## config.mk

```make
export PLATFORM = sky130hd
export DESIGN_NAME = stream_mux_rr
export DESIGN_NICKNAME = d
export VERILOG_FILES = /design/src/rtl/stream_mux_rr.sv
export SDC_FILE = /design/constraint.sdc
export NUM_CORES = 1
export LEC_CHECK = 0
export ABC_AREA = 1
export CAP_MARGIN = 0
export CELL_PAD_IN_SITES_DETAIL_PLACEMENT = 1
export CELL_PAD_IN_SITES_GLOBAL_PLACEMENT = 1
export CORE_MARGIN = 5
export CORE_UTILIZATION = 33
export CTS_BUF_LIST = sky130_fd_sc_hd__clkbuf_4 sky130_fd_sc_hd__clkbuf_8
export CTS_CLUSTER_SIZE = 20
export DETAILED_ROUTE_END_ITERATION = 10
export HOLD_SLACK_MARGIN = 0.12
export PLACE_DENSITY = 0.87
export SYNTH_ARGS = -nofsm -noshare
export SYNTH_HDL_FRONTEND = slang
export SYNTH_SLANG_ARGS = --single-unit
```

## constraint.sdc

```tcl
create_clock -name clk -period 2.55 [get_ports clk]
set_clock_uncertainty 0.05 [all_clocks]
set_input_delay 0.51 -clock clk [delete_from_list [all_inputs] [get_ports clk]]
set_output_delay 0.51 -clock clk [all_outputs]
set_load 0.01 [all_outputs]
```

## src/rtl/stream_mux_rr.sv

```systemverilog
// N-channel registered stream multiplexer with fixed-select and round-robin arbitration.
// Define STREAM_MUX_CNT_EN to add the 16-bit accepted-transfer counter port xfer_count.
module stream_mux_rr #(
    parameter int WIDTH = 2,
    parameter int N     = 4,
    parameter int SEL_W = $clog2(N)
) (
    input  logic                 clk,
    input  logic                 rst,
    input  logic                 mode,
    input  logic [SEL_W-1:0]     sel,
    input  logic [N*WIDTH-1:0]   in_data,
    input  logic [N-1:0]         in_valid,
    output logic [N-1:0]         in_ready,
    output logic [WIDTH-1:0]     out_data,
    output logic [SEL_W-1:0]     out_chan,
    output logic                 out_valid,
    input  logic                 out_ready
`ifdef STREAM_MUX_CNT_EN
    ,
    output logic [15:0]          xfer_count
`endif
);

    // Handshake: a word moves on a port in any cycle where valid and ready are both
    // high; valid never waits on ready, and ready may depend combinationally on valid.

    logic             load;
    logic             accept;
    logic             grant_vld;
    logic [SEL_W-1:0] grant_idx;
    logic [N-1:0]     grant_oh;
    logic [WIDTH-1:0] grant_data;
    int               cand;
    logic [SEL_W-1:0] cand_idx;

    logic             out_valid_q, out_valid_d;
    logic [WIDTH-1:0] out_data_q,  out_data_d;
    logic [SEL_W-1:0] out_chan_q,  out_chan_d;
    logic [SEL_W-1:0] ptr_q,       ptr_d;

    assign load = ~out_valid_q | out_ready;

    always_comb begin
        grant_vld = 1'b0;
        grant_idx = '0;
        cand      = 0;
        cand_idx  = '0;
        if (mode == 1'b0) begin
            // An out-of-range sel matches no channel, so it simply yields no grant.
            for (int i = 0; i < N; i++) begin
                if (sel == SEL_W'(i) && in_valid[i]) begin
                    grant_vld = 1'b1;
                    grant_idx = SEL_W'(i);
                end
            end
        end else begin
            // Search starts just after the last served channel, wrapping modulo N.
            for (int k = 1; k <= N; k++) begin
                cand = int'(ptr_q) + k;
                if (cand >= N) begin
                    cand = cand - N;
                end
                cand_idx = SEL_W'(cand);
                if (!grant_vld && in_valid[cand_idx]) begin
                    grant_vld = 1'b1;
                    grant_idx = cand_idx;
                end
            end
        end
    end

    always_comb begin
        grant_oh   = '0;
        grant_data = '0;
        for (int i = 0; i < N; i++) begin
            if (grant_vld && grant_idx == SEL_W'(i)) begin
                grant_oh[i] = 1'b1;
                grant_data  = in_data[i*WIDTH +: WIDTH];
            end
        end
    end

    assign in_ready = rst ? '0 : (grant_oh & {N{load}});
    assign accept   = load & grant_vld;

    always_comb begin
        out_valid_d = out_valid_q;
        out_data_d  = out_data_q;
        out_chan_d  = out_chan_q;
        ptr_d       = ptr_q;
        if (load) begin
            out_valid_d = grant_vld;
            if (grant_vld) begin
                out_data_d = grant_data;
                out_chan_d = grant_idx;
                ptr_d      = grant_idx;
            end
        end
    end

    always_ff @(posedge clk) begin
        if (rst) begin
            out_valid_q <= 1'b0;
            out_data_q  <= '0;
            out_chan_q  <= '0;
            ptr_q       <= SEL_W'(N - 1);
        end else begin
            out_valid_q <= out_valid_d;
            out_data_q  <= out_data_d;
            out_chan_q  <= out_chan_d;
            ptr_q       <= ptr_d;
        end
    end

    assign out_valid = out_valid_q;
    assign out_data  = out_data_q;
    assign out_chan  = out_chan_q;

`ifdef STREAM_MUX_CNT_EN
    logic [15:0] cnt_q, cnt_d;

    always_comb begin
        cnt_d = cnt_q;
        if (accept) begin
            cnt_d = cnt_q + 16'd1;
        end
    end

    always_ff @(posedge clk) begin
        if (rst) begin
            cnt_q <= '0;
        end else begin
            cnt_q <= cnt_d;
        end
    end

    assign xfer_count = cnt_q;
`else
    logic unused_accept;
    assign unused_accept = accept;
`endif

endmodule

```

Word-level counts from Yosys, hierarchy flattened
Cells that the tools add are included.

$lt $le $gt $ge: 8. Reductions and logical operators: 17. Bitwise operators: 3. Muxes and demuxes: 45. Add/subtract/negate cells: 8. Equality and inequality tests: 6.

Operator list (count): two-way mux 2 bit (19); two-way mux 1 bit (21); less-than comparator 2 x 3 -> 1 bit (second input constant) (4); logical AND 1 bit (11); greater-or-equal comparator 3 bit (second input constant) (3); binary-select mux 1 bit (select 2 bit) (4); equality test 2 bit (second input constant) (4); subtractor 2 x 1 -> 2 bit (second input constant) (4); adder 2 x 2 -> 3 bit (second input constant) (2); adder 2 x 3 -> 4 bit (second input constant) (1); bitwise AND 4 bit (1); equality test 2 x 1 -> 1 bit (second input constant) (2); greater-or-equal comparator 4 x 3 -> 1 bit (second input constant) (1); zero test 2 bit (2); two-way mux 4 bit (1); adder 2 x 1 -> 3 bit (second input constant) (1); zero test 1 bit (3); AND reduction 2 bit (1); inverter 1 bit (1); OR 1 bit (1).

Bits of input ports: 18. Register bits: 7. Word-level logic and storage cells: 91. Output and inout bits: 9.

Depth between registers and ports, before layout
Depth in word-level cells: 26. Depth in mapped cells: 17. Depth with buffers taken out: 16.

Least setup slack after synthesis
Ideal clock, no wire load.

Path type: input-to-output. Start: input port in_valid[2]. End: output port in_ready[0]. Required time: 1.990 ns. Path slack: 0.362 ns. Stages: 8. Arrival time: 1.628 ns. Cell sequence: nand2_1 > nand2_2 > nand2_2 > a21boi_2 > nand2_1 > o21ai_4 > inv_2 > nor4_1.

Longest elaborated chain between the ends: 21. Elaborated cells on any way between the ends: 37. Those cells by class: 27 x mux; 1 x bitwise; 9 x reduce/logical.

Ends and longest elaborated chain: from (decl) (RTL line 13) `input logic [N-1:0] in_valid,`; binary-select mux 1 bit (select 2 bit) (RTL line 65) `if (!grant_vld && in_valid[cand_idx]) begin`; two-way mux 1 bit (implied by the code) (RTL line 65); two-way mux 1 bit (RTL line 65); two-way mux 1 bit (RTL line 49) `if (mode == 1'b0) begin`; zero test 1 bit (RTL line 65); logical AND 1 bit (RTL line 65); two-way mux 1 bit (RTL line 65); two-way mux 1 bit (RTL line 49); [... 5 more ...]; logical AND 1 bit (RTL line 65); two-way mux 2 bit (RTL line 65); two-way mux 2 bit (RTL line 49); zero test 2 bit (RTL line 77) `if (grant_vld && grant_idx == SEL_W'(i)) begin`; logical AND 1 bit (*) (RTL line 77); two-way mux 1 bit (*) (RTL line 77); bitwise AND 4 bit (*) (RTL line 84) `assign in_ready = rst ? '0 : (grant_oh & {N{load}});`; two-way mux 4 bit (*) (RTL line 84); to (decl) (RTL line 14) `output logic [N-1:0] in_ready,`.

Mark *: on every way between the ends. The rest lies on a longest branch, timed or not. The select of a mux whose other input is x is not followed.

Worst setup path in the final report
Start: register ptr_q[0]. End: output port in_ready[0].

Longest elaborated chain between the ends: 25. Elaborated cells on any way between the ends: 52. Those cells by class: 8 x add/sub; 4 x order compare; 31 x mux; 1 x bitwise; 8 x reduce/logical.

Ends and longest elaborated chain: from (decl) (RTL line 40) `logic [SEL_W-1:0] ptr_q, ptr_d;`; from (signal assigned) (RTL line 107) `ptr_q <= SEL_W'(N - 1);`; from (signal assigned) (RTL line 112) `ptr_q <= ptr_d;`; adder 2 x 1 -> 3 bit (RTL line 60) `cand = int'(ptr_q) + k;`; greater-or-equal comparator 3 bit / subtractor 2 x 1 -> 2 bit (equally long branches) (RTL line 61, 62); two-way mux 2 bit (RTL line 61) `if (cand >= N) begin`; two-way mux 2 bit (RTL line 49); binary-select mux 1 bit (select 2 bit) (RTL line 65); two-way mux 1 bit (implied by the code) (RTL line 65); two-way mux 1 bit (RTL line 65); two-way mux 1 bit (RTL line 49); [... 9 more ...]; logical AND 1 bit (RTL line 65); two-way mux 2 bit (RTL line 65); two-way mux 2 bit (RTL line 49); zero test 2 bit (RTL line 77); logical AND 1 bit (*) (RTL line 77); two-way mux 1 bit (*) (RTL line 77); bitwise AND 4 bit (*) (RTL line 84); two-way mux 4 bit (*) (RTL line 84).

Marked as above.

==> flow_metrics.py <==
metrics = {
    "sta": {
        "fmax_mhz": 382,
        "setup_violations": 3,
        "fin_tns_setup_ns": -0.136,
        "fin_ws_ns": -0.0674,
        "slew_viol_final": 0,
        "slew_headroom_pct": 71.5,
        "rsz0062_at_grt": "yes",
        "finalCritPeriodShare_pct": 103,
        "tightestPinTransition_ns": 0.422,
        "finalCriticalPeriod_ns": 2.62,
        "hold_viol_final": 0,
    },
    "synth": {
        "synth-main-ff-cell": "dfxtp_1",
        "yosysUniqueCellTypes": 25,
        "ys_warn_count": 0,
        "avgSynthCellArea_um2": 6.05,
        "ys_ff_latch": 7,
        "synth_area_leaders": "nand2_1, dfxtp_1, nand3_1, nand2_2, inv_1",
        "synthCells": 124,
        "synth_edf_count": 0,
        "synth_top_cell_by_area": "nand2_1",
        "async_reset_ff_share_pct": 0,
        "yosysMostFrequentCell": "nand2_1",
        "synth-seq-area-share_pct": 18.7,
        "synth_nets": 142,
        "syn_area_um2": 751,
        "synth_top_area_share_pct": 19.5,
        "synth_common_cells": "nand2_1, inv_1, nand3_1",
    },
    "run_status": {
        "violations": "negative setup slack",
        "status": "finished with violations",
    },
    "clocking": {
        "clock_latency_ns": 0.27,
        "postCtsHoldBufs": 0,
        "clk_pin_slew_worst_paths_ns": 0.06,
        "cts_buffers": 3,
        "clk_path_buf_depth": 2,
        "clock-sinks": 7,
        "cts-root-buf": "clkbuf_4",
        "cts_tree": "done",
        "htree_levels": 1,
    },
    "drt": {
        "wl_um": 4380,
        "post_drt_wl_per_cell_um": 20.6,
        "drc": 0,
        "vias": 1159,
        "drt_iter0_drc": 54,
        "dr.pass1.iters": 4,
        "postRouteAntennaNets": 0,
        "via_per_inst": 5.44,
    },
    "final_layout": {
        "n_antenna_cell": 0,
        "nNetsFinal": 204,
        "layout.cells.non_filler": 213,
        "post-route-util_pct": 66.1,
        "drive_above_1_share_pct": 54.1,
        "areaGrowthSynthToFinish_pct": 92.8,
    },
    "power": {
        "swShare_pct": 48.8,
        "p_sw_uw": 471,
        "pwr-share-seq_pct": 15.6,
        "combPwrFrac_pct": 71.6,
        "ir_drop_mv": 0.407,
        "internal_power_uw": 494,
        "leakage_uw": 0.000759,
        "powerDensity_nw_per_um2": 666,
        "clockPowerShare_pct": 12.8,
    },
    "global_routing": {
        "grt_max_degree": 10,
        "grt_remaining_overflow": 0,
        "antenna_found_initial": 0,
        "track_usage_pct": 21.4,
        "grt_pass1_vias": 1206,
        "grt_pass1_wl_um": 5460,
    },
    "place": {
        "gp_congestion": 0.806,
        "dp_hpwl_um": 2520,
        "port_buffers": 26,
        "dp_cells": 204,
    },
    "run": {
        "maxCapViolCount": 0,
    },
    "floorplanning": {
        "die_w_um": 57.7,
        "io_pins": 27,
        "die_y_um": 57.7,
        "core.rowCount": 17,
        "die-area_um2": 3330,
        "start_util_pct": 34.3,
        "coreArea_um2": 2190,
    },
    "critical_path": {
        "worstPathArrival_ns": 2.06,
        "crit_path_start_kind": "register",
        "cp-end-kind": "output pin",
        "crit_fanout": 9,
        "worstSetupPathType": "reg -> out",
        "crit_required_ns": 1.99,
    },
    "worst_hold_path": {
        "hold_path.class": "reg -> reg",
    },
}
==> flip-flops by register name, indices dropped and copies added (netlist names) <==
name,cells
ptr_q,2
out_data,2
out_chan,2
out_valid,1
==> logic make-up after synthesis <==
logic type	count (synthesis)	share of synthesized area, %
compound gates	14	13.3
simple gates	83	56.2
flops	7	18.7
buf+inv	20	11.8
==> power groups by stage <==
stage / Clock (uW) / Sequential (uW) / Combinational (uW)
floorplan: 0 / 149 / 283
global placement: 0 / 143 / 488
detailed placement: 0 / 145 / 517
CTS: 115 / 144 / 555
global route: 133 / 152 / 732
finish: 123 / 150 / 691
==> critical path, cell delays in order (launching register included) <==
cell	delay (ns)
dfxtp_2	0.34
buf_6	0.12
inv_8	0.10
nand2_4	0.06
nand2_4	0.08
buf_4	0.11
inv_1	0.03
nand4_1	0.13
nand2_2	0.10
o21ai_4	0.16
inv_2	0.08
nor4_4	0.27
buf_2	0.18
==> metrics by stage <==
step	power (uW)	hold slack [ns]	cell area (um^2)	worst slack (ns)
floorplan	431	0.427	751	0.362
global placement	630	0.399	1240	-0.581
global route	1020	0.461	1450	-0.204
CTS	814	0.414	1300	-0.0533
detailed placement	663	0.406	1240	-0.705
finish	965	0.457	1450	-0.0674
==> area by class of cell <==
class / instances / area (um^2)
inverters: 19 / 82.6
well taps: 28 / 35.0
multi-input cells: 97 / 682
clock buffers: 4 / 30.0
repair buffers: 58 / 473
fillers: 286 / 743
flip-flops and latches: 7 / 145
==> cell usage in the layout, fill, tap and decap left out, drive strengths merged, types with 2 or more instances in the layout <==
cell type and instances:
clkbuf 8, dlygate4sd2 2, clkdlybuf4s50 15, dfxtp 7, nor2 14, nand3 15, nand2 51, o21ai 5
a21oi 5, o211ai 2, buf 36, inv 18
==> metal layers <==
metal	vias to the layer above	track usage [%]	wire length [um]
li1	516	-	-
met1	563	19.8	1500
met2	58	42.7	2410
met3	22	5.57	262
met4	0	9.27	211
met5	-	0	0
==> worst paths after layout <==
path | startpoint | to | slack (ns) | cells after the start
worst min register to register | out_data[0]$_SDFFE_PP0P_ | out_data[0]$_SDFFE_PP0P_ | 0.46 | 2
worst max-delay path | ptr_q[0]$_SDFFE_PP1P_ | in_ready[0] | -0.07 | 12
worst min-delay path | out_data[0]$_SDFFE_PP0P_ | out_data[0]$_SDFFE_PP0P_ | 0.46 | 2
worst max register to register | ptr_q[0]$_SDFFE_PP1P_ | out_data[0]$_SDFFE_PP0P_ | 0.17 | 17
==> timing repair <==
| item | 4_1_cts | 5_1_grt |
|---|---|---|
| pin swaps | 8 | 17 |
| setup buffers | 3 | 2 |
| resized for setup | 33 | 50 |
| endpoints found under the setup margin | 4 | 4 |
No activity file was read; power rests on OpenSTA's default activity.
